**config.mk**
```make
export PLATFORM = sky130hd
export DESIGN_NAME = traffic_phase_sequencer
export DESIGN_NICKNAME = d
export VERILOG_FILES = /design/src/rtl/traffic_phase_sequencer.sv
export SDC_FILE = /design/constraint.sdc
export NUM_CORES = 1
export LEC_CHECK = 0
export BUFFER_PORTS_ARGS = -buffer_cell sky130_fd_sc_hd__buf_2
export CAP_MARGIN = 20
export CORE_MARGIN = 2
export CORE_UTILIZATION = 57
export CTS_CLUSTER_SIZE = 20
export DETAILED_ROUTE_END_ITERATION = 10
export GPL_TIMING_DRIVEN = 0
export PLACE_DENSITY = 0.9
export REMOVE_ABC_BUFFERS = 1
export SLEW_MARGIN = 20
export SYNTH_ARGS = -nofsm -noshare
export SYNTH_HDL_FRONTEND = slang
export SYNTH_SLANG_ARGS = --single-unit
```
**constraint.sdc**
```tcl
create_clock -name clk -period 4.5 [get_ports clk]
set_input_delay 0.9 -clock clk [delete_from_list [all_inputs] [get_ports clk]]
set_output_delay 0.9 -clock clk [all_outputs]
set_load 0.02 [all_outputs]
```
**src/rtl/traffic_phase_sequencer.sv**
```systemverilog
// rtl/traffic_phase_sequencer.sv - two-way intersection phase controller with overflow watchdog
//
// Steps ALL_RED_A -> NS_GREEN -> NS_YELLOW -> ALL_RED_B -> EW_GREEN -> EW_YELLOW
// on each overflow pulse from the external phase counter and programs that
// counter's terminal count for the phase being entered. A watchdog forces a
// sticky FAULT state (left only through reset) if overflow stops arriving.
//
// Optional feature macro: TL_PED_WALK_EN (pedestrian request / walk lamp).
//
// Ports:
//   clk          in   1   single clock, rising edge
//   resetN       in   1   synchronous, active-high reset
//   overflow     in   1   one-cycle pulse from the phase counter
//   ped_request  in   1   pedestrian request (TL_PED_WALK_EN only)
//   walk         out  1   walk lamp, lit for a whole EW_GREEN (TL_PED_WALK_EN only)
//   max_count    out  11  terminal count for the phase counter (registered)
//   ns_light     out  3   north-south lamps, one-hot {red, yellow, green} (registered)
//   ew_light     out  3   east-west lamps, one-hot {red, yellow, green} (registered)
//   phase        out  3   current state code
//   fault        out  1   watchdog expired, sticky until reset

module traffic_phase_sequencer #(
    parameter int unsigned NS_GREEN_CYC = 200,
    parameter int unsigned EW_GREEN_CYC = 200,
    parameter int unsigned YELLOW_CYC   = 40,
    parameter int unsigned ALLRED_CYC   = 20,
    parameter int unsigned WDOG_CYC     = 2500
) (
    input  logic        clk,
    input  logic        resetN,
    input  logic        overflow,
`ifdef TL_PED_WALK_EN
    input  logic        ped_request,
    output logic        walk,
`endif
    output logic [10:0] max_count,
    output logic [2:0]  ns_light,
    output logic [2:0]  ew_light,
    output logic [2:0]  phase,
    output logic        fault
);

    typedef enum logic [2:0] {
        ALL_RED_A = 3'd0,
        NS_GREEN  = 3'd1,
        NS_YELLOW = 3'd2,
        ALL_RED_B = 3'd3,
        EW_GREEN  = 3'd4,
        EW_YELLOW = 3'd5,
        FAULT     = 3'd7
    } state_e;

    // The counter overflows when it reaches max_count, so each phase loads length - 1.
    localparam logic [10:0] NS_GREEN_MAX = 11'(NS_GREEN_CYC - 1);
    localparam logic [10:0] EW_GREEN_MAX = 11'(EW_GREEN_CYC - 1);
    localparam logic [10:0] YELLOW_MAX   = 11'(YELLOW_CYC - 1);
    localparam logic [10:0] ALLRED_MAX   = 11'(ALLRED_CYC - 1);
    localparam logic [11:0] WDOG_LAST    = 12'(WDOG_CYC - 1);

    localparam logic [2:0] LAMP_RED = 3'b100;
    localparam logic [2:0] LAMP_YEL = 3'b010;
    localparam logic [2:0] LAMP_GRN = 3'b001;

    state_e      state_q, state_d;
    state_e      succ;
    logic        expired;
    logic [11:0] wdog_q, wdog_d;
    logic [10:0] max_count_q, max_count_d;
    logic [2:0]  ns_light_q, ns_light_d;
    logic [2:0]  ew_light_q, ew_light_d;
    logic        fault_q, fault_d;

    always_comb begin
        // Successor in the normal cycle; FAULT and the unused code 6 map to FAULT.
        succ = FAULT;
        case (state_q)
            ALL_RED_A: succ = NS_GREEN;
            NS_GREEN:  succ = NS_YELLOW;
            NS_YELLOW: succ = ALL_RED_B;
            ALL_RED_B: succ = EW_GREEN;
            EW_GREEN:  succ = EW_YELLOW;
            EW_YELLOW: succ = ALL_RED_A;
            default:   succ = FAULT;
        endcase

        // An overflow arriving on the expiry cycle still counts as progress.
        expired = (wdog_q == WDOG_LAST) && !overflow;

        state_d = state_q;
        if (succ == FAULT) begin
            state_d = FAULT;
        end else if (overflow) begin
            state_d = succ;
        end else if (expired) begin
            state_d = FAULT;
        end

        wdog_d = (overflow || (state_d != state_q)) ? 12'd0 : wdog_q + 12'd1;

        // Outputs are decoded from the state being entered so they change on
        // the same edge as the state itself.
        max_count_d = max_count_q;
        ns_light_d  = LAMP_RED;
        ew_light_d  = LAMP_RED;
        case (state_d)
            ALL_RED_A, ALL_RED_B: begin
                max_count_d = ALLRED_MAX;
            end
            NS_GREEN: begin
                max_count_d = NS_GREEN_MAX;
                ns_light_d  = LAMP_GRN;
            end
            NS_YELLOW: begin
                max_count_d = YELLOW_MAX;
                ns_light_d  = LAMP_YEL;
            end
            EW_GREEN: begin
                max_count_d = EW_GREEN_MAX;
                ew_light_d  = LAMP_GRN;
            end
            EW_YELLOW: begin
                max_count_d = YELLOW_MAX;
                ew_light_d  = LAMP_YEL;
            end
            default: begin
                // FAULT: flash-style yellow on both approaches, max_count frozen.
                ns_light_d = LAMP_YEL;
                ew_light_d = LAMP_YEL;
            end
        endcase

        fault_d = (state_d == FAULT);
    end

    always_ff @(posedge clk) begin
        if (resetN) begin
            state_q     <= ALL_RED_A;
            wdog_q      <= 12'd0;
            max_count_q <= ALLRED_MAX;
            ns_light_q  <= LAMP_RED;
            ew_light_q  <= LAMP_RED;
            fault_q     <= 1'b0;
        end else begin
            state_q     <= state_d;
            wdog_q      <= wdog_d;
            max_count_q <= max_count_d;
            ns_light_q  <= ns_light_d;
            ew_light_q  <= ew_light_d;
            fault_q     <= fault_d;
        end
    end

    assign max_count = max_count_q;
    assign ns_light  = ns_light_q;
    assign ew_light  = ew_light_q;
    assign phase     = state_q;
    assign fault     = fault_q;

`ifdef TL_PED_WALK_EN
    logic pending_q, pending_d;
    logic walk_q, walk_d;
    logic enter_ew;

    always_comb begin
        enter_ew = (state_d == EW_GREEN) && (state_q != EW_GREEN);
        // A request seen on the entry edge itself is served by this EW_GREEN;
        // anything later waits for the next one.
        pending_d = enter_ew ? 1'b0 : (pending_q | ped_request);
        if (enter_ew) begin
            walk_d = pending_q | ped_request;
        end else if (state_d == EW_GREEN) begin
            walk_d = walk_q;
        end else begin
            walk_d = 1'b0;
        end
    end

    always_ff @(posedge clk) begin
        if (resetN) begin
            pending_q <= 1'b0;
            walk_q    <= 1'b0;
        end else begin
            pending_q <= pending_d;
            walk_q    <= walk_d;
        end
    end

    assign walk = walk_q;
`endif

endmodule

```
==> metrics <==
main combinational cell family by area after synthesis=simple AND/OR/NAND/NOR gates; TritonCTS Buffers=3; Arrival @ worst endpoint=around 1.3 ns; critical path start-end classification=flip-flop to output pin; drt via density=roughly 5.4; biggest area contributors in the synthesized netlist=sky130_fd_sc_hd__dfxtp_1 41%, sky130_fd_sc_hd__xor2_1 6.2%, sky130_fd_sc_hd__nor2_1 5.3%; Worst VDD drop=around 0.0003 V; synthesis-to-finish area growth=7.91%; most instantiated cells after synthesis=26 x sky130_fd_sc_hd__dfxtp_1, 18 x sky130_fd_sc_hd__nor2_1, 9 x sky130_fd_sc_hd__xor2_1; placer's final routability congestion estimate=0.745; post-synthesis cell type with the largest combined area=sky130_fd_sc_hd__dfxtp_1; gate family responsible for the most delay along the worst path=flip-flops; CTS H-tree depth=1; global-route wire length before repair=3910 um; prevailing post-synth register cell=sky130_fd_sc_hd__dfxtp_1; number of global-route vias before repair=930; multiplexer share of the synthesized area=2.47%; area fraction in compound gates after synthesis=between 10% and 20%; RSZ-0062 raised after global routing=no; static leakage=around 0.55 nW; area share of and/or/nand/nor cells after synthesis=25.7%; number of flops mapped to enable cells by yosys=0; clk slew on worst S/H paths=0.14 ns; Slowest-stage cell, CP=sky130_fd_sc_hd__dfxtp_1; std cell rows=17; number of diodes=0; share of synthesized cell area in full adder, half adder and majority cells=0.989%; post-detailed-placement half-perimeter wirelength=~1700 um; Worst Path Buf+Inv=1; most instantiated library cell after synthesis=sky130_fd_sc_hd__dfxtp_1; mean routed wirelength per cell=12.8 um; beginning of the worst hold path=wdog_q[0]; area of all placed cells without fillers=0.00137 sq mm; cell area after synthesis=0.00126 sq mm; Hold-fix buffers, CTS=0; final setup violation count=0; Die Y-Extent=between 50 and 60 um; vias after detailed routing=969; number of maximum-capacitance constraint violations=0; count of final max-slew check failures=0; fraction of synthesized cell area in xor and xnor cells=8.31%; worst clock skew on the final layout=0.00172 ns; all-layer global routing usage=between 10% and 20%; die area=0.00261 sq mm; share of final-layout standard cells stronger than drive strength 1=19.1%; post-synthesis cell count=around 140; worst hold slack after final layout=0.449 ns; kind of end point of the critical path=output pin; count of unique library cells instantiated by Yosys=40; horizontal die dimension=roughly 51 um; clock latency of the later-clocked register in the worst-skew pair=0.32 ns; run status=finished, final reports clean; antenna violations before repair=0; total wire length after detailed routing=between 2000 and 2500 um; overall power consumption=464 uW; warnings from Yosys=0; I/O pin cnt=24; post-CTS repair timing setup buffer count=0; Synth Area per Inst=about 9 sq um; critical path cell sequence=buf_2; delay of the slowest critical-path stage=approximately 0.7 ns; overall overflow remaining after global route=0; Synth top area share=roughly two fifths; Residual DRC=0; count of endpoints failing hold in the final timing report=0; Slew headroom=62.6%; maximum number of pins on one net before global-route repair=22; Area after DPL=0.00131 sq mm; Worst Max-Slew Pin Slew=about 0.56 ns; initial core utilization=about three fifths; crit share post-route=48.7%; final worst path period need=2.19 ns; initial detailed-routing violation count=11; number of gates resized after CTS=0; Required @ worst endpoint=between 3 and 4 ns; final setup TNS=0 ns; critical register-to-register path startpoint=wdog_q[0]; layout net count=~160; total clock sinks=26; kind of launch point of the worst setup path=flip-flop; first drt pass iteration count=4; proportion of synthesized chip area in sequential cells=~41%; remaining number of nets flagged by the antenna check after routing=0; Yosys reg bits=26; clock tree from TritonCTS=yes; startpoint of the most critical setup path=phase[1]; post-synthesis async set-or-reset flop share=0%; final core utilization=63.5%; areal power density over the cells=340 mW/mm^2; Port Buffer Count=17; largest driver fanout on the critical path=21; Tightest Hold Check Type=flip-flop to flip-flop; Peak Freq=456 MHz; core area=around 0.0021 sq mm; Clock Root Buffer=sky130_fd_sc_hd__clkbuf_4; number of buffers between clock root and the deepest sink=2
==> final cells by class <==
cell class	instances	area, sq um
multi-input combinational	102	661
sequential	26	520
clock buffer	3	22.5
inverter	3	11.3
timing repair buffer	17	85.1
clock inverter	1	30.0
fill	192	783
tap	28	35.0
==> path summary, 6_finish.rpt <==
path,to,slack (ns),depth (start not counted)
min,wdog_q[0],0.45,1
max reg2reg,max_count[2],2.63,5
max,phase[1],2.31,1
min reg2reg,wdog_q[0],0.45,1
==> flip-flops by register name, indices dropped and copies added, names as in the netlist <==
register / flops
max_count: 4
ns_light: 3
phase: 3
wdog_q: 12
ew_light: 3
fault: 1
==> cells by family (layout without fill, tap and decap cells) <==
logic type      count (synthesis)  after routing
compound gates                 22             22
xor+xnor                       12             12
fa+ha+maj                       1              1
buf+inv                        18             24
flops                          26             26
mux                             3              3
other cells                     2              6
simple gates                   58             58
==> through the flow <==
step / setup slack, ns / cells
after global routing: 2.21 / 180
after floorplan: 2.55 / 131
after CTS: 2.30 / 180
after global placement: 2.21 / 176
after detailed placement: 2.10 / 176
final: 2.31 / 180
==> report_power, final <==
group	internal, mW	switching, mW	leakage [nW]
Combinational	0.0203	0.0357	0.314
Sequential	0.239	0.00975	0.212
Clock	0.0901	0.0695	0.0279
Total	0.350	0.115	0.554
==> routing by layer <==
| metal | part of all wire [%] | global-route usage (%) | vias up |
|---|---|---|---|
| met5 | 0 | 0 | - |
| met4 | 0 | 4.95 | 0 |
| met3 | 3.1 | 5.56 | 0 |
| met2 | 54 | 37.0 | 14 |
| met1 | 42 | 21.4 | 459 |
| li1 | - | - | 496 |
==> cells in the final DEF, fill, tap and decap left out, types with 2 or more instances in the layout <==
cell and count:
sky130_fd_sc_hd__dfxtp_1 26, sky130_fd_sc_hd__nor2_1 18, sky130_fd_sc_hd__buf_2 17, sky130_fd_sc_hd__xor2_1 9, sky130_fd_sc_hd__nand2_1 8, sky130_fd_sc_hd__a21oi_1 7
sky130_fd_sc_hd__conb_1 6, sky130_fd_sc_hd__nand3_1 5, sky130_fd_sc_hd__o21ai_0 4, sky130_fd_sc_hd__nor2b_1 3, sky130_fd_sc_hd__xnor2_1 3, sky130_fd_sc_hd__nand2b_1 3
sky130_fd_sc_hd__and2_1 3, sky130_fd_sc_hd__nand4_1 3, sky130_fd_sc_hd__clkbuf_4 3, sky130_fd_sc_hd__and3_1 2, sky130_fd_sc_hd__inv_1 2, sky130_fd_sc_hd__o21ai_1 2
sky130_fd_sc_hd__and4_1 2, sky130_fd_sc_hd__nor3b_1 2, sky130_fd_sc_hd__or3_1 2, sky130_fd_sc_hd__nor3_1 2, sky130_fd_sc_hd__mux2i_1 2, sky130_fd_sc_hd__a31oi_1 2
(Power assumes the default switching activity.)
